`config.mk`:
```
export PLATFORM = sky130hd
export DESIGN_NAME = load_store_unit_flat
export DESIGN_NICKNAME = d
export VERILOG_FILES = /design/src/rtl/load_store_unit_if.sv /design/src/rtl/load_store_unit.sv /design/src/flat_wrapper.sv
export SDC_FILE = /design/constraint.sdc
export NUM_CORES = 1
export LEC_CHECK = 0
export ABC_CLOCK_PERIOD_IN_PS = 2250
export BUFFER_PORTS_ARGS = -buffer_cell sky130_fd_sc_hd__buf_2
export CORE_MARGIN = 2
export CORE_UTILIZATION = 25
export CTS_CLUSTER_SIZE = 28
export DETAILED_ROUTE_END_ITERATION = 12
export RECOVER_POWER = 25
export SYNTH_ARGS = -nofsm -noshare
export SYNTH_HDL_FRONTEND = slang
export SYNTH_SLANG_ARGS = --single-unit
```
`constraint.sdc`:
```
create_clock -name clock -period 2.25 [get_ports clock]
set_input_delay 0.225 -clock clock [delete_from_list [all_inputs] [get_ports clock]]
set_output_delay 0.225 -clock clock [all_outputs]
set_load 0.005 [all_outputs]
```
`src/rtl/load_store_unit_if.sv`:
```
// Request, response and data-memory signals of the load/store unit.
// slave is the unit itself; master is whoever issues requests and owns the memory.
//
// Handshake: start is a one-cycle request that is honoured only while busy is low.
// The unit raises busy on the following cycle and keeps it high until the cycle
// after done. done is a single-cycle pulse; fault and load_data are valid with it.
// There is no back-pressure: the requester must be ready for done at any time.
interface load_store_unit_if #(
  parameter int ADDR_WIDTH = 64
);
  logic                  start;
  logic                  is_store;
  logic [2:0]            funct3;
  logic [ADDR_WIDTH-1:0] addr;
  logic [63:0]           store_data;
  logic [ADDR_WIDTH-1:0] mem_raddr;
  logic [ADDR_WIDTH-1:0] mem_waddr;
  logic [63:0]           mem_wdata;
  logic                  mem_wr;
  logic [63:0]           mem_rdata;
  logic [63:0]           load_data;
  logic                  busy;
  logic                  done;
  logic                  fault;
  logic [2:0]            dbg_state;

  modport slave (
    input  start, is_store, funct3, addr, store_data, mem_rdata,
    output mem_raddr, mem_waddr, mem_wdata, mem_wr,
    output load_data, busy, done, fault, dbg_state
  );

  modport master (
    output start, is_store, funct3, addr, store_data, mem_rdata,
    input  mem_raddr, mem_waddr, mem_wdata, mem_wr,
    input  load_data, busy, done, fault, dbg_state
  );
endinterface

```
`src/rtl/load_store_unit.sv`:
```
// Multicycle RV64I load/store stage against a doubleword-wide memory with a
// one-cycle synchronous read. Sub-doubleword stores use read-modify-write.
module load_store_unit #(
  parameter int ADDR_WIDTH = 64
) (
  input logic              clock,
  input logic              reset,
  load_store_unit_if.slave bus
);

  typedef enum logic [2:0] {
    S_IDLE = 3'd0,
    S_RD   = 3'd1,
    S_RDW  = 3'd2,
    S_WR   = 3'd3,
    S_DONE = 3'd4
  } state_t;

  state_t state;
  state_t state_next;

  // Request captured at start; the access never looks at the live inputs again.
  logic                  is_store_q;
  logic [2:0]            funct3_q;
  logic [ADDR_WIDTH-1:0] addr_q;
  logic [63:0]           store_data_q;
  logic                  fault_q;
  logic [63:0]           wbuf_q;
  logic [63:0]           load_q;

  logic                  req_fault;
  logic                  req_dword_store;
  logic                  dword_q;
  logic [5:0]            lane_shift;
  logic [63:0]           lane;
  logic [63:0]           load_ext;
  logic [63:0]           size_mask;
  logic [63:0]           merged;

  // Classify the incoming request: illegal encodings first, then misalignment.
  always_comb begin
    logic illegal;
    logic misaligned;
    illegal    = (bus.funct3 == 3'b111) || (bus.is_store && bus.funct3[2]);
    misaligned = 1'b0;
    case (bus.funct3[1:0])
      2'b01:   misaligned = bus.addr[0];
      2'b10:   misaligned = |bus.addr[1:0];
      2'b11:   misaligned = |bus.addr[2:0];
      default: misaligned = 1'b0;
    endcase
    req_fault       = illegal || misaligned;
    req_dword_store = bus.is_store && (bus.funct3[1:0] == 2'b11);
  end

  // State register.
  always_ff @(posedge clock) begin
    if (reset) begin
      state <= S_IDLE;
    end else begin
      state <= state_next;
    end
  end

  // Next-state decision; a full doubleword store needs no read.
  always_comb begin
    state_next = state;
    case (state)
      S_IDLE: begin
        if (bus.start) begin
          if (req_fault)            state_next = S_DONE;
          else if (req_dword_store) state_next = S_WR;
          else                      state_next = S_RD;
        end
      end
      S_RD:    state_next = S_RDW;
      S_RDW:   state_next = is_store_q ? S_WR : S_DONE;
      S_WR:    state_next = S_DONE;
      S_DONE:  state_next = S_IDLE;
      default: state_next = S_IDLE;
    endcase
  end

  // Lane extraction for loads and lane merge for sub-doubleword stores.
  always_comb begin
    dword_q    = (funct3_q[1:0] == 2'b11);
    lane_shift = {addr_q[2:0], 3'b000};
    lane       = bus.mem_rdata >> lane_shift;
    case (funct3_q)
      3'b000:  load_ext = {{56{lane[7]}}, lane[7:0]};
      3'b001:  load_ext = {{48{lane[15]}}, lane[15:0]};
      3'b010:  load_ext = {{32{lane[31]}}, lane[31:0]};
      3'b011:  load_ext = lane;
      3'b100:  load_ext = {56'd0, lane[7:0]};
      3'b101:  load_ext = {48'd0, lane[15:0]};
      3'b110:  load_ext = {32'd0, lane[31:0]};
      default: load_ext = 64'd0;
    endcase
    case (funct3_q[1:0])
      2'b00:   size_mask = 64'h0000_0000_0000_00FF;
      2'b01:   size_mask = 64'h0000_0000_0000_FFFF;
      2'b10:   size_mask = 64'h0000_0000_FFFF_FFFF;
      default: size_mask = 64'hFFFF_FFFF_FFFF_FFFF;
    endcase
    merged = (bus.mem_rdata & ~(size_mask << lane_shift))
           | ((store_data_q & size_mask) << lane_shift);
  end

  // Capture the request at start and register read results in RDW.
  always_ff @(posedge clock) begin
    if (reset) begin
      is_store_q   <= 1'b0;
      funct3_q     <= 3'd0;
      addr_q       <= '0;
      store_data_q <= 64'd0;
      fault_q      <= 1'b0;
      wbuf_q       <= 64'd0;
      load_q       <= 64'd0;
    end else begin
      if (state == S_IDLE && bus.start) begin
        is_store_q   <= bus.is_store;
        funct3_q     <= bus.funct3;
        addr_q       <= bus.addr;
        store_data_q <= bus.store_data;
        fault_q      <= req_fault;
      end
      if (state == S_RDW) begin
        if (is_store_q) wbuf_q <= merged;
        else            load_q <= load_ext;
      end
    end
  end

  // Outputs decoded from the state; fault is only visible alongside done.
  always_comb begin
    bus.busy      = (state != S_IDLE);
    bus.done      = (state == S_DONE);
    bus.fault     = (state == S_DONE) && fault_q;
    bus.mem_wr    = (state == S_WR);
    bus.mem_wdata = dword_q ? store_data_q : wbuf_q;
    bus.mem_raddr = {addr_q[ADDR_WIDTH-1:3], 3'b000};
    bus.mem_waddr = {addr_q[ADDR_WIDTH-1:3], 3'b000};
    bus.load_data = load_q;
    bus.dbg_state = state;
  end

endmodule

```
`src/flat_wrapper.sv`:
```
// flat-port wrapper written by rule: the top's interface ports become plain ports
module load_store_unit_flat 
#(
  parameter int ADDR_WIDTH = 64
)
  (clock, reset, bus_start, bus_is_store, bus_funct3, bus_addr, bus_store_data, bus_mem_rdata, bus_mem_raddr, bus_mem_waddr, bus_mem_wdata, bus_mem_wr, bus_load_data, bus_busy, bus_done, bus_fault, bus_dbg_state);
  load_store_unit_if #(.ADDR_WIDTH(ADDR_WIDTH)) bus_i ();
  input logic clock;
  input logic reset;
  input wire logic [$bits(bus_i.start)-1:0] bus_start;
  input wire logic [$bits(bus_i.is_store)-1:0] bus_is_store;
  input wire logic [$bits(bus_i.funct3)-1:0] bus_funct3;
  input wire logic [$bits(bus_i.addr)-1:0] bus_addr;
  input wire logic [$bits(bus_i.store_data)-1:0] bus_store_data;
  input wire logic [$bits(bus_i.mem_rdata)-1:0] bus_mem_rdata;
  output wire logic [$bits(bus_i.mem_raddr)-1:0] bus_mem_raddr;
  output wire logic [$bits(bus_i.mem_waddr)-1:0] bus_mem_waddr;
  output wire logic [$bits(bus_i.mem_wdata)-1:0] bus_mem_wdata;
  output wire logic [$bits(bus_i.mem_wr)-1:0] bus_mem_wr;
  output wire logic [$bits(bus_i.load_data)-1:0] bus_load_data;
  output wire logic [$bits(bus_i.busy)-1:0] bus_busy;
  output wire logic [$bits(bus_i.done)-1:0] bus_done;
  output wire logic [$bits(bus_i.fault)-1:0] bus_fault;
  output wire logic [$bits(bus_i.dbg_state)-1:0] bus_dbg_state;
  assign bus_i.start = bus_start;
  assign bus_i.is_store = bus_is_store;
  assign bus_i.funct3 = bus_funct3;
  assign bus_i.addr = bus_addr;
  assign bus_i.store_data = bus_store_data;
  assign bus_i.mem_rdata = bus_mem_rdata;
  assign bus_mem_raddr = bus_i.mem_raddr;
  assign bus_mem_waddr = bus_i.mem_waddr;
  assign bus_mem_wdata = bus_i.mem_wdata;
  assign bus_mem_wr = bus_i.mem_wr;
  assign bus_load_data = bus_i.load_data;
  assign bus_busy = bus_i.busy;
  assign bus_done = bus_i.done;
  assign bus_fault = bus_i.fault;
  assign bus_dbg_state = bus_i.dbg_state;
  load_store_unit #(.ADDR_WIDTH(ADDR_WIDTH)) u_core (.clock(clock), .reset(reset), .bus(bus_i));
endmodule
```
Yosys cells after proc, flatten, opt, wreduce, memory -nomap -nowiden
Index checks and enable logic that the tools add are counted.
Operators by class
  equality and inequality tests: 18
  shifts and indexed selects: 3
  multiplexer cells: 9
  bitwise gates (word level): 5
  reductions and logical operators: 14
Operator list (count)
  $pmux W64 S7: 1
  $pmux W64 S3: 1
  $and A64 B64 Y64: 2
  $shl A64 B6 Y64: 2
  $mux W64: 1
  $not A64 Y64: 1
  $or A64 B64 Y64: 1
  $shr A64 B6 Y64: 1
  $eq A3 B3 Y1 const B: 5
  $eq A3 B2 Y1 const B: 4
  $pmux W3 S4: 1
  $mux W3: 3
  $eq A2 B2 Y1 const B: 4
  $eq A3 B1 Y1 const B: 2
  $logic_not A3 Y1: 2
  $eq A2 B1 Y1 const B: 2
  $logic_and A1 B1 Y1: 4
  $reduce_and A2 Y1: 2
  $pmux W1 S3: 1
  $reduce_bool A3 Y1: 1
  $reduce_or A3 Y1: 1
  $logic_not A2 Y1: 1
  $logic_or A1 B1 Y1: 2
  $mux W2: 1
  other kinds (3): 3
Word-level totals
  register bits: 264
  input port bits: 199
  output and inout bits: 263
  word-level logic and storage cells: 57

Depth between registers and ports, before layout
  depth after elaboration: 6
  gate-level depth with buffers: 9
  mapped depth without buffers: 5

Least setup slack after synthesis
OpenSTA, ideal clock, no wires.
  path type: register to register
  start: register u_core.addr_q[1]
  end: register u_core.load_q[0] (netlist: u_core.bus.load_data[0])
  setup time: 128 ps
  arrival time: 1706 ps
  data required time: 2122 ps
  setup slack: 417 ps
  stages on the path, launching flop included: 8
  path buffers: 3
  period minus slack after synthesis: 1833 ps
  path through: dfxtp_1 -> buf_4 -> buf_6 -> buf_4 -> mux2_2 -> mux4_2 -> a22oi_1 -> nor2_1
On the way
  word-level cells in the longest chain between the ends: 2
Ends and longest elaborated chain
  start: declaration: RTL line load_store_unit.sv:25  | logic [ADDR_WIDTH-1:0] addr_q;
  start signal: assignment: RTL line load_store_unit.sv:123  | addr_q <= bus.addr;
  $shr A64 B6 Y64: RTL line load_store_unit.sv:88  | lane = bus.mem_rdata >> lane_shift;
  $pmux W64 S7: RTL line load_store_unit.sv:89  | case (funct3_q)
  end signal: assignment: RTL line load_store_unit.sv:129  | else load_q <= load_ext;
  end: declaration: RTL line load_store_unit.sv:29  | logic [63:0] load_q;
Every way passes these cells.
A chain may end at the register's enable or synchronous reset.

Worst setup path in the final report
  start: register u_core.funct3_q[0]
  end: register u_core.wbuf_q[59]
On the way
  word-level cells in the longest chain between the ends: 6
  elaborated cells between the ends (all ways): 10
  those cells by class: eq/ne (2); shift (2); mux (1); bitwise (4); reduce/logical (1)
Ends and longest elaborated chain
  start: declaration: RTL line load_store_unit.sv:24  | logic [2:0] funct3_q;
  start signal: assignment: RTL line load_store_unit.sv:122  | funct3_q <= bus.funct3;
  $eq A2 B2 Y1 (tied with other cells): RTL line load_store_unit.sv:99  | case (funct3_q[1:0])
  $pmux W64 S3 *: RTL line load_store_unit.sv:99
  $shl A64 B6 Y64: RTL line load_store_unit.sv:105  | merged = (bus.mem_rdata & ~(size_mask << lane_shift))
  $not A64 Y64: RTL line load_store_unit.sv:105
  $and A64 B64 Y64: RTL line load_store_unit.sv:105
  $or A64 B64 Y64 *: RTL line load_store_unit.sv:106  | | ((store_data_q & size_mask) << lane_shift);
  end signal: assignment: RTL line load_store_unit.sv:128  | if (is_store_q) wbuf_q <= merged;
  end: declaration: RTL line load_store_unit.sv:28  | logic [63:0] wbuf_q;
Every way passes the cells marked *; elsewhere a longest branch is shown, timed or not.

==> flow_metrics.tcl <==
set metrics [dict create \
    outcome "finished with violations" \
    violations "setup timing" \
    wirelength_um 70500 \
    rsz0062_at_grt "false" \
    cp_max_fo 7 \
    netlist.area_leader.share 0.348 \
    drt_iter0_drc 1452 \
    holdWs_ns 0.0186 \
    synth_cell_types 63 \
    wl_per_cell_um 22.5 \
    dp.cells 2941 \
    synth_most_common_cell "nand2_1" \
    synth_edf_count 0 \
    synth-async-reset-ratio 0 \
    synthTopCellsByCount "nand2_1, dfxtp_1, a21oi_1" \
    ios 462 \
    post_drt_via_cell_ratio 5.10 \
    max_slew_margin 0.487 \
    ys_seq_area_frac 0.348 \
    powerDensity_nw_per_um2 686 \
    avgSynthCellArea_um2 8.06 \
    tns_ns -0.00395 \
    pwr-share-clk 0.430 \
    max_freq_mhz 444 \
    ant_nets 0 \
    root_buffer "clkbuf_16" \
    post-dp-hpwl_um 53900 \
    setup_viol 1 \
    synth_largest_area_cell "dfxtp_1" \
    slew_viol_final 0 \
    antenna_found_initial 3 \
    hold_violations 0 \
    dieArea_um2 62700 \
    skew_ns 0.0193 \
    crit_type "register to register" \
    power_frac_comb 0.198 \
    crit_path_end_kind "register" \
    cts_buffers 35 \
    grt_max_degree 71 \
    place_congestion 0.974 \
    crit_arrival_ns 2.67 \
    coreArea_um2 60100 \
    overflow 0 \
    fp.dieH_um 250 \
    fin_crit_sh 1.00 \
    start_util 0.252 \
    cts_tree "built" \
    critPathRequiredTime_ns 2.67 \
    die_width_um 250 \
    areaGrowthSynthToFinish_pct 33.3 \
    vdd_drop_max_v 0.000510 \
    grtUsageTotal 0.215 \
    syn_area_um2 15200 \
    fin_crit_ns 2.25 \
    grt_pass1_wl_um 101000 \
    power.switching_w 0.00414 \
    switching_share 0.299 \
    cts.sinks 264 \
    grt_pass1_vias 15100 \
    tightest_slew_ns 0.767 \
    clkTransAtPathRegs_ns 0.07 \
    share_seq_of_total_power 0.372 \
    yosys_warnings 0 \
    p_leak_nw 8.32 \
    drv_cap 0 \
    htreeDepth 2 \
    first_pass_iters 5 \
    post_cts_buffers 0 \
    nets 2521 \
    worstSkewPairLatency_ns 0.55 \
    hold_path_class "input port to register" \
    rows 90 \
    stdcell_count 3132 \
    synth.area.top_cells "dfxtp_1, nand2_1, mux2_2" \
    port_buffers 455 \
    intPower_w 0.00973 \
    drive_gt1_frac 0.328 \
    num_vias 16000 \
    drc_errors 0 \
    synthFlopType "dfxtp_1" \
    dp_slack_ns 0.0609 \
    start_kind "register" \
    synth_cells 1883 \
    worst_slack_ns -0.00395 \
    final_util 0.336 \
    clockBufferDepth 3 \
    ys_ff_latch 264 \
]
## cell usage in the layout (no fill, tap or decap), drive strengths merged, types with 7 or more instances in the layout
cell | synthesis | final
mux4 | 12 | 12
a32o | 7 | 7
nor2 | 108 | 108
clkbuf | 95 | 82
a22oi | 30 | 30
dfxtp | 264 | 264
clkinv | 1 | 10
buf | 189 | 521
nand3b | 9 | 9
o22ai | 9 | 9
nand2b | 11 | 11
a221oi | 29 | 29
o21ai | 115 | 115
mux2i | 44 | 44
a21oi | 229 | 229
nand2 | 366 | 366
or2 | 7 | 7
a221o | 10 | 10
o2bb2ai | 15 | 15
inv | 18 | 18
dlygate4sd3 | 0 | 125
a22o | 11 | 11
nor2b | 13 | 13
mux2 | 114 | 114
and2 | 8 | 8
o211ai | 10 | 10
nand3 | 17 | 17
nor3 | 27 | 27
a311oi | 18 | 18
a211oi | 48 | 48
## area by class of cell
type / count / area [um^2]
clock buffer: 47 / 1030
multi-input combinational: 1321 / 8190
antenna: 3 / 7.51
fill: 6496 / 39900
sequential: 264 / 5290
tap: 782 / 978
timing repair buffer: 681 / 4460
clock inverter: 15 / 191
inverter: 19 / 71.3
## power groups by stage
stage | sequential [W] | clock (W) | combinational [W]
after global placement | 0.00525 | 0 | 0.00254
after global routing | 0.00519 | 0.00627 | 0.00294
after CTS | 0.00515 | 0.00608 | 0.00271
after detailed placement | 0.00526 | 0 | 0.00253
final | 0.00516 | 0.00596 | 0.00275
after floorplan | 0.00516 | 0 | 0.00165
## repair_timing
item,CTS,global route
hold endpoints to repair,125,0
gates cloned,0,1
gates resized for setup,1,4
hold buffers,125,0
setup endpoints to repair,1,11
pin swaps,0,0
## sequential cells by signal, indices dropped and copies added, names as in the netlist
| register | count |
|---|---|
| u_core.is_store_q | 1 |
| u_core.store_data_q | 64 |
| u_core.wbuf_q | 64 |
| u_core.funct3_q | 3 |
| u_core.fault_q | 1 |
| u_core.addr_q | 64 |
| u_core.bus.dbg_state | 3 |
| u_core.bus.load_data | 64 |
## cell families (layout without fill, tap and decap cells)
kind of cell              count (synthesis)  after routing  synth area share
other                                     1              9          0.000247
xor gates and xnor gates                  1              1          0.000577
DFF                                     264            264             0.348
and+or+nand+nor                         578            578             0.160
muxes                                   170            170             0.131
buffers and inverters                   303            762             0.115
AOI/OAI and AO/OA                       566            566             0.244
## worst paths after layout
| check | startpoint | end | slack (ns) | cells after the start |
|---|---|---|---|---|
| max | u_core.funct3_q[0] | u_core.wbuf_q[59] | -0.004 | 6 |
| min | bus_addr[0] | u_core.addr_q[0] | 0.02 | 3 |
| max reg2reg | u_core.funct3_q[0] | u_core.wbuf_q[59] | -0.004 | 6 |
| min reg2reg | u_core.bus.load_data[7] | u_core.bus.load_data[7] | 0.47 | 2 |
## metrics by stage
step	cell area [um^2]	total power [W]
after floorplan	15200	0.00680
after CTS	20200	0.0139
after detailed placement	17700	0.00779
final	20200	0.0139
after global placement	17700	0.00779
after global routing	20200	0.0144
## metal layers
layer  track usage  vias up  share of wire
met5             0        -              0
met4        0.0749        0          0.033
met3        0.0459      118          0.081
met2         0.335      712           0.45
met1         0.292     7698           0.44
li1              -     7433              -
## critical path: stages (launching register included)
cell and delay, ns:
dfxtp_1 0.38, or2_2 0.34, buf_4 0.17, a22oi_1 0.44, o21ai_0 0.31, a22oi_1 0.35, a211oi_1 0.12
(Power assumes the default switching activity.)
